<file path="src/rtl/tm1638_key_reader.sv">
// tm1638_key_reader: issues the TM1638 key-scan command, clocks in four scan bytes
// LSB-first and publishes the 8-key vector plus newly-pressed pulses once per frame.
module tm1638_key_reader #(
    parameter int unsigned WAIT_CYCLES = 2
) (
    input  logic        Clk_1,
    input  logic        RST,
    input  logic        start,
    input  logic        dio_in,
    output logic        stb,
    output logic        sclk,
    output logic        dio_out,
    output logic        dio_oe,
    output logic        busy,
    output logic        done,
    output logic [31:0] raw_data,
    output logic [7:0]  keys,
    output logic [7:0]  key_pressed
);
    typedef enum logic [2:0] {IDLE, CMD, WAIT, READ, STOP} state_t;
    localparam logic [7:0] CMD_BYTE = 8'h42;
    state_t      state_q, state_d;
    logic [7:0]  cnt_q, cnt_d;
    logic        stb_q, stb_d, sclk_q, sclk_d, dout_q, dout_d, oe_q, oe_d;
    logic        busy_q, busy_d, done_q, done_d;
    logic [31:0] sr_q, sr_d, raw_q, raw_d;
    logic [7:0]  keys_q, keys_d, kp_q, kp_d, map;
    // Keys live in bits 0 and 4 of each scan byte
    assign map = {sr_q[28], sr_q[20], sr_q[12], sr_q[4], sr_q[24], sr_q[16], sr_q[8], sr_q[0]};
    always_ff @(posedge Clk_1 or posedge RST) begin
        if (RST) begin
            state_q <= IDLE;
            cnt_q   <= '0;
            stb_q   <= 1'b1;
            sclk_q  <= 1'b1;
            dout_q  <= 1'b0;
            oe_q    <= 1'b0;
            busy_q  <= 1'b0;
            done_q  <= 1'b0;
            sr_q    <= '0;
            raw_q   <= '0;
            keys_q  <= '0;
            kp_q    <= '0;
        end else begin
            state_q <= state_d;
            cnt_q   <= cnt_d;
            stb_q   <= stb_d;
            sclk_q  <= sclk_d;
            dout_q  <= dout_d;
            oe_q    <= oe_d;
            busy_q  <= busy_d;
            done_q  <= done_d;
            sr_q    <= sr_d;
            raw_q   <= raw_d;
            keys_q  <= keys_d;
            kp_q    <= kp_d;
        end
    end
    always_comb begin
        state_d = state_q;
        cnt_d   = cnt_q;
        stb_d   = stb_q;
        sclk_d  = sclk_q;
        dout_d  = dout_q;
        oe_d    = oe_q;
        busy_d  = busy_q;
        done_d  = 1'b0;
        sr_d    = sr_q;
        raw_d   = raw_q;
        keys_d  = keys_q;
        kp_d    = '0;
        case (state_q)
            IDLE: begin
                stb_d  = 1'b1;
                sclk_d = 1'b1;
                oe_d   = 1'b0;
                busy_d = 1'b0;
                // the cycle after done still belongs to the finished frame
                if (start && !done_q) begin
                    stb_d   = 1'b0;
                    busy_d  = 1'b1;
                    cnt_d   = '0;
                    state_d = CMD;
                end
            end
            CMD: begin
                sclk_d = cnt_q[0];
                if (!cnt_q[0]) begin
                    oe_d   = 1'b1;
                    dout_d = CMD_BYTE[cnt_q[3:1]];
                end
                cnt_d = cnt_q + 8'd1;
                if (cnt_q == 8'd15) begin
                    cnt_d   = '0;
                    state_d = WAIT;
                end
            end
            WAIT: begin
                oe_d   = 1'b0;
                dout_d = 1'b0;
                sclk_d = 1'b1;
                cnt_d  = cnt_q + 8'd1;
                if (cnt_q == 8'(WAIT_CYCLES - 1)) begin
                    cnt_d   = '0;
                    state_d = READ;
                end
            end
            READ: begin
                sclk_d = cnt_q[0];
                if (cnt_q[0]) sr_d[cnt_q[5:1]] = dio_in;
                cnt_d = cnt_q + 8'd1;
                if (cnt_q == 8'd63) state_d = STOP;
            end
            default: begin
                stb_d   = 1'b1;
                sclk_d  = 1'b1;
                raw_d   = sr_q;
                keys_d  = map;
                kp_d    = map & ~keys_q;
                done_d  = 1'b1;
                state_d = IDLE;
            end
        endcase
    end
    assign stb         = stb_q;
    assign sclk        = sclk_q;
    assign dio_out     = dout_q;
    assign dio_oe      = oe_q;
    assign busy        = busy_q;
    assign done        = done_q;
    assign raw_data    = raw_q;
    assign keys        = keys_q;
    assign key_pressed = kp_q;
endmodule

</file>
<file path="config.mk">
export PLATFORM = sky130hd
export DESIGN_NAME = tm1638_key_reader
export DESIGN_NICKNAME = d
export VERILOG_FILES = /design/src/rtl/tm1638_key_reader.sv
export SDC_FILE = /design/constraint.sdc
export NUM_CORES = 1
export LEC_CHECK = 0
export ABC_AREA = 1
export CORE_UTILIZATION = 35
export DETAILED_ROUTE_END_ITERATION = 8
export RECOVER_POWER = 100
export SYNTH_ARGS = -nofsm -noshare
export SYNTH_HDL_FRONTEND = slang
export SYNTH_SLANG_ARGS = --single-unit
</file>
<file path="constraint.sdc">
create_clock -name Clk_1 -period 5.8 [get_ports Clk_1]
set_input_delay 0.58 -clock Clk_1 [delete_from_list [all_inputs] [get_ports Clk_1]]
set_output_delay 0.58 -clock Clk_1 [all_outputs]
set_load 0.05 [all_outputs]
</file>
Word-level counts from Yosys, hierarchy flattened:

Memory sizes are Yosys's and may differ from the RTL's.
Index checks and enable logic that the tools add are counted.

* memories: 1
* flip-flop bits (word level): 97
* input port bits: 4
* ROM bits: 8
* logic and storage cells: 69
* output and inout bits: 54

Memories
* (name not given): depth 8, width 1, read ports 1, clocked after memory_dff 0, write ports 0, line 90 `dout_d = CMD_BYTE[cnt_q[3:1]];`

* mux-type cells: 23
* $lt $le $gt $ge: 3
* $add $sub $neg: 1
* equal/unequal tests: 11
* reductions and logical operators: 16
* bitwise logic cells: 2

Operators with widths (count)
* 32-bit bitwise mux: 1
* 8-bit two-way mux: 4
* 8-bit case mux with 4 select lines: 1
* 3-bit two-way mux: 4
* 3-bit case mux with 4 select lines: 1
* 2-bit != test, second input constant: 5
* 8-bit by 1-bit adder with 8-bit output, second input constant: 1
* 8-bit bitwise AND: 1
* 8-bit by 1-bit equality test with 1-bit output, second input constant: 1
* 8-bit by 4-bit equality test with 1-bit output, second input constant: 1
* 8-bit by 6-bit equality test with 1-bit output, second input constant: 1
* 1-bit two-way mux: 8
* 8-bit NOT: 1
* 2-bit AND reduction: 4
* 3-bit by 2-bit equality test with 1-bit output, second input constant: 2
* 5-bit by 6-bit less-than comparator with 1-bit output, second input constant: 1
* 1-bit case mux with 2 select lines: 3
* 1-bit demux with 5-bit select: 1
* 5-bit by 1-bit >= comparator with 1-bit output, second input constant: 1
* 3-bit by 4-bit less-than comparator with 1-bit output, second input constant: 1
* 4-bit AND reduction: 1
* 2-bit nonzero test: 2
* 4-bit nonzero test: 1
* 2-bit OR reduction: 2
* other kinds (6): 7

Depth between registers and ports, before layout:

* depth in word-level cells: 5
* depth in mapped cells: 9
* mapped depth without buffers: 9

Worst setup path before layout:

No wires, ideal clock.

* kind: flip-flop to output port
* start: register raw_q[0] (netlist: raw_data[0])
* end: output raw_data[0]
* path buffers: 1
* slack: 4.298 ns
* data required time: 5.220 ns
* data arrival time: 0.922 ns
* cell stages (with the launch flop): 2
* cells stage by stage: dfrtp_1 buf_4

RTL lines
* start: declaration: line 26 `logic [31:0] sr_q, sr_d, raw_q, raw_d;`
* start signal: assignment: line 54 `raw_q <= raw_d;`
* end: declaration: line 16 `output logic [31:0] raw_data,`

No word-level cell between the ends.

Final worst setup path:

* start: register state_q[2]
* end: register sr_q[18]

* word-level cells in the longest chain between the ends: 2

RTL lines
* start: declaration: line 22 `state_t state_q, state_d;`
* start signal: assignment: line 45 `state_q <= state_d;`
* 3-bit by 2-bit equality test with 1-bit output: line 72 `case (state_q)`
* 2-bit AND reduction (no source line)
* end signal: assignment: line 53 `sr_q <= sr_d;`
* end: declaration: line 26

Every way passes these cells.
A chain may end at the register's enable or synchronous reset.

==> metrics.md <==
| Metric | Value |
|---|---|
| Unrepaired setup endpoints after global routing | no |
| RR Endpoint | sr_q[18]$_DFFE_PP0P_ |
| Synth Area in Adders | 0.006575 |
| Worst Setup Start Kind | register |
| Failing checks | max-capacitance violations, max-slew violations |
| Post-route DRC | 0 |
| CP Capture Type | register |
| Kind of critical path | reg -> reg |
| Fin crit share | 0.6200 |
| Fmax | 278.1 MHz |
| Crit path required time | 6.01 ns |
| Cell area after layout | 4654 sq um |
| Post-Place Cell Area | 4446 sq um |
| Clock power frac | 0.167 |
| GRT Total Usage | 0.1623 |
| Final worst slack | 2.204 ns |
| Hold buffers post-CTS | 0 |
| I/O Buffers | 57 |
| Initial Utilization | 0.3654 |
| Comb power frac | 0.505 |
| Routed len/inst | 13.18 microns |
| Clk_skew | 0.01081 ns |
| Die X | 106.3 microns |
| Clock Latency Late Sink | 0.36 ns |
| Netlist cell types | 24 |
| Internal | 1.490 mW |
| Worst-margin pin slew | 1.672 ns |
| Peak VDD IR | 266.4 uV |
| Worst slack, placed | 3.662 ns |
| Synth Area in Compound Gates | 0.07857 |
| Number of global-route vias before repair | 2884 |
| Post-CTS Resized | 0 |
| Max-slew violations | 112 |
| Pwr per Cell Area | 632.2 nW/um^2 |
| H-tree depth | 3 |
| Post-route ant nets | 0 |
| Gpl congestion | 0.8259 |
| Hold Fails Final Rpt | 0 |
| Final setup vio count | 0 |
| Leading cell type in the layout, fill and taps excluded | nand2_1 |
| Final core occ | 0.4468 |
| Mapped Cells | 447 |
| Area of the multi-input gates | 1304 sq um |
| Switching Power | 1.452 mW |
| R2r setup slk | 2.20 ns |
| Bufs on Longest Clock Path | 2 |
| Avg Vias per Cell | 4.686 |
| Register-to-Register Path Depth | 9 |
| Die area | 11300 sq um |
| First-pass GRT wire length | 14.19 mm |
| Worst Hold End | key_pressed[7]$_DFF_PP0_ |
| Clk root buf | clkbuf_8 |
| N_diodes | 0 |
| CTS tree | done |
| Fin crit period | 3.596 ns |
| Worst r2r src | state_q[2]$_DFFE_PP0P_ |
| Post-DP HPWL | 5.895 mm |
| Total Power | 2.943 mW |
| Largest family of logic cells by synthesized area | simple AND/OR/NAND/NOR gates |
| Final hold slack | 0.4591 ns |
| Routed wire length | 8.393 mm |
| First DRT Iteration DRCs | 164 |
| Sequential power share | 0.327 |
| Row count | 37 |
| Simple-gate share of the synthesized area | 0.2604 |
| Layout area overhead | 22.29% |
| Avg Cell Area, Syn | 8.515 sq um |
| Synth warn | 0 |
| Core Area | 10420 sq um |
| Hold Path Origin | raw_data[28]$_DFFE_PP0P_ |
| Total setup buffers inserted after CTS | 0 |
| Number of top-level pins | 58 |
| Total clock sinks | 89 |
| Fin nets | 502 |
| Via count | 2985 |
| DIE HEIGHT | 106.3 microns |
| Commonest non-fill, non-tap cells in the layout | nand2_1, dfrtp_1, dlygate4sd3_1 |
| Register area share after synthesis | 0.5858 |
| Maxcap violations | 2 |
| Grt total ovfl | 0 |
| Clock slew at reported path FFs | 0.09 ns |
| CP max FO | 41 |
| Status | finished with violations |
| CTS Buf Count | 9 |
| HP Class | reg -> reg |
| Mapped cell area | 3806 sq um |
| Initial antenna violation count | 0 |
| Static Leak | 2.308 nW |
| FF+latch count, synth | 89 |
| Sw frac | 0.4936 |
| Setup TNS | 0 ns |
| Placed cell count | 621 |
| Drt pass-1 iters | 4 |
| Post-Syn Nets | 453 |
| Largest net degree at the start of global routing | 70 |
| Proportion of synthesized area in mux cells | 0 |
| Hold Path Depth | 1 |
| Crit path DAT | 3.81 ns |
| Max_slew headroom | -0.1147 |
| Seq. cell area | 2230 sq um |
| XOR/XNOR Fraction of Synth Area | 0.002301 |
| Fill cells | 1063 |
| Proportion of layout cells with a drive suffix above 1 | 0.04790 |
| Final Instance Count excl. Fillers | 637 |
[power groups by stage]
stage          Sequential, mW  Clock [mW]  Combinational (mW)
5_1_grt                 0.995       0.529                1.62
3_5_place_dp            0.988           0                1.58
6_report                0.963       0.493                1.49
3_3_place_gp            0.982           0                1.57
2_1_floorplan            1.45           0               0.646
4_1_cts                 0.977       0.510                1.58
[cell families (layout without fill, tap and decap cells)]
kind of cell | after synthesis | in the layout
AOI/OAI and AO/OA | 57 | 57
adders and majority gates | 2 | 2
xor gates and xnor gates | 1 | 1
DFF | 89 | 89
and+or+nand+nor | 242 | 242
buffers and inverters | 56 | 110
[flip-flops by register name, indices dropped and copies added (netlist names)]
signal	flops
busy	1
cnt_q	8
dio_oe	1
dio_out	1
done	1
key_pressed	8
raw_data	32
sclk	1
sr_q	32
state_q	3
stb	1
[critical path, cell delays in order, from the launching register on]
cell,delay (ns)
dfrtp_1,0.39
clkinv_1,0.04
clkbuf_1,1.19
nand2_1,0.40
nor2_1,0.57
nand2_1,0.25
inv_2,0.26
nand3_1,0.15
nand2_1,0.09
o21ai_0,0.08
[worst max-delay path by stage]
stage	start	to	slack (ns)	cells after the start
global placement	RST	dio_oe$_DFFE_PP0P_	3.68	3
CTS	stb$_DFFE_PP1N_	stb	3.49	1
finish	state_q[2]$_DFFE_PP0P_	sr_q[18]$_DFFE_PP0P_	2.20	9
floorplan	RST	busy$_DFFE_PP0P_	2.92	1
detailed placement	dio_in	sr_q[18]$_DFFE_PP0P_	3.66	3
global route	state_q[2]$_DFFE_PP0P_	sr_q[7]$_DFFE_PP0P_	1.76	9
[synthesized netlist by cell type (all sizes together)]
cell type	instances	area, sq um
nand2	167	636.9
dfrtp	87	2177
o211ai	3	22.52
o22ai	1	6.260
nand3	32	160.2
nor3	8	40.04
o21bai	2	15.01
dfstp	2	52.55
a21oi	10	50.05
o21ai	41	205.2
buf	12	87.58
ha	2	25.02
inv	34	127.6
xor2	1	8.760
nand4	2	12.51
clkbuf	10	37.54
nor2	33	141.4
[layer usage]
layer	vias up	share of wire	global-route usage	wire length [microns]
li1	1513	-	-	-
met1	1418	0.47	0.2134	3950
met2	46	0.49	0.2662	4119
met3	8	0.028	0.03311	237
met4	0	0.010	0.05556	85
met5	-	0	0	0
[layout make-up]
| cell class | count | share of cell area |
|---|---|---|
| well taps | 136 | 0.03656 |
| flip-flops and latches | 89 | 0.4790 |
| repair buffers | 60 | 0.1253 |
| clock inverters | 6 | 0.02177 |
| clock buffers | 10 | 0.02957 |
| inverters | 34 | 0.02769 |
| multi-input cells | 302 | 0.2801 |
(Power assumes the default switching activity.)
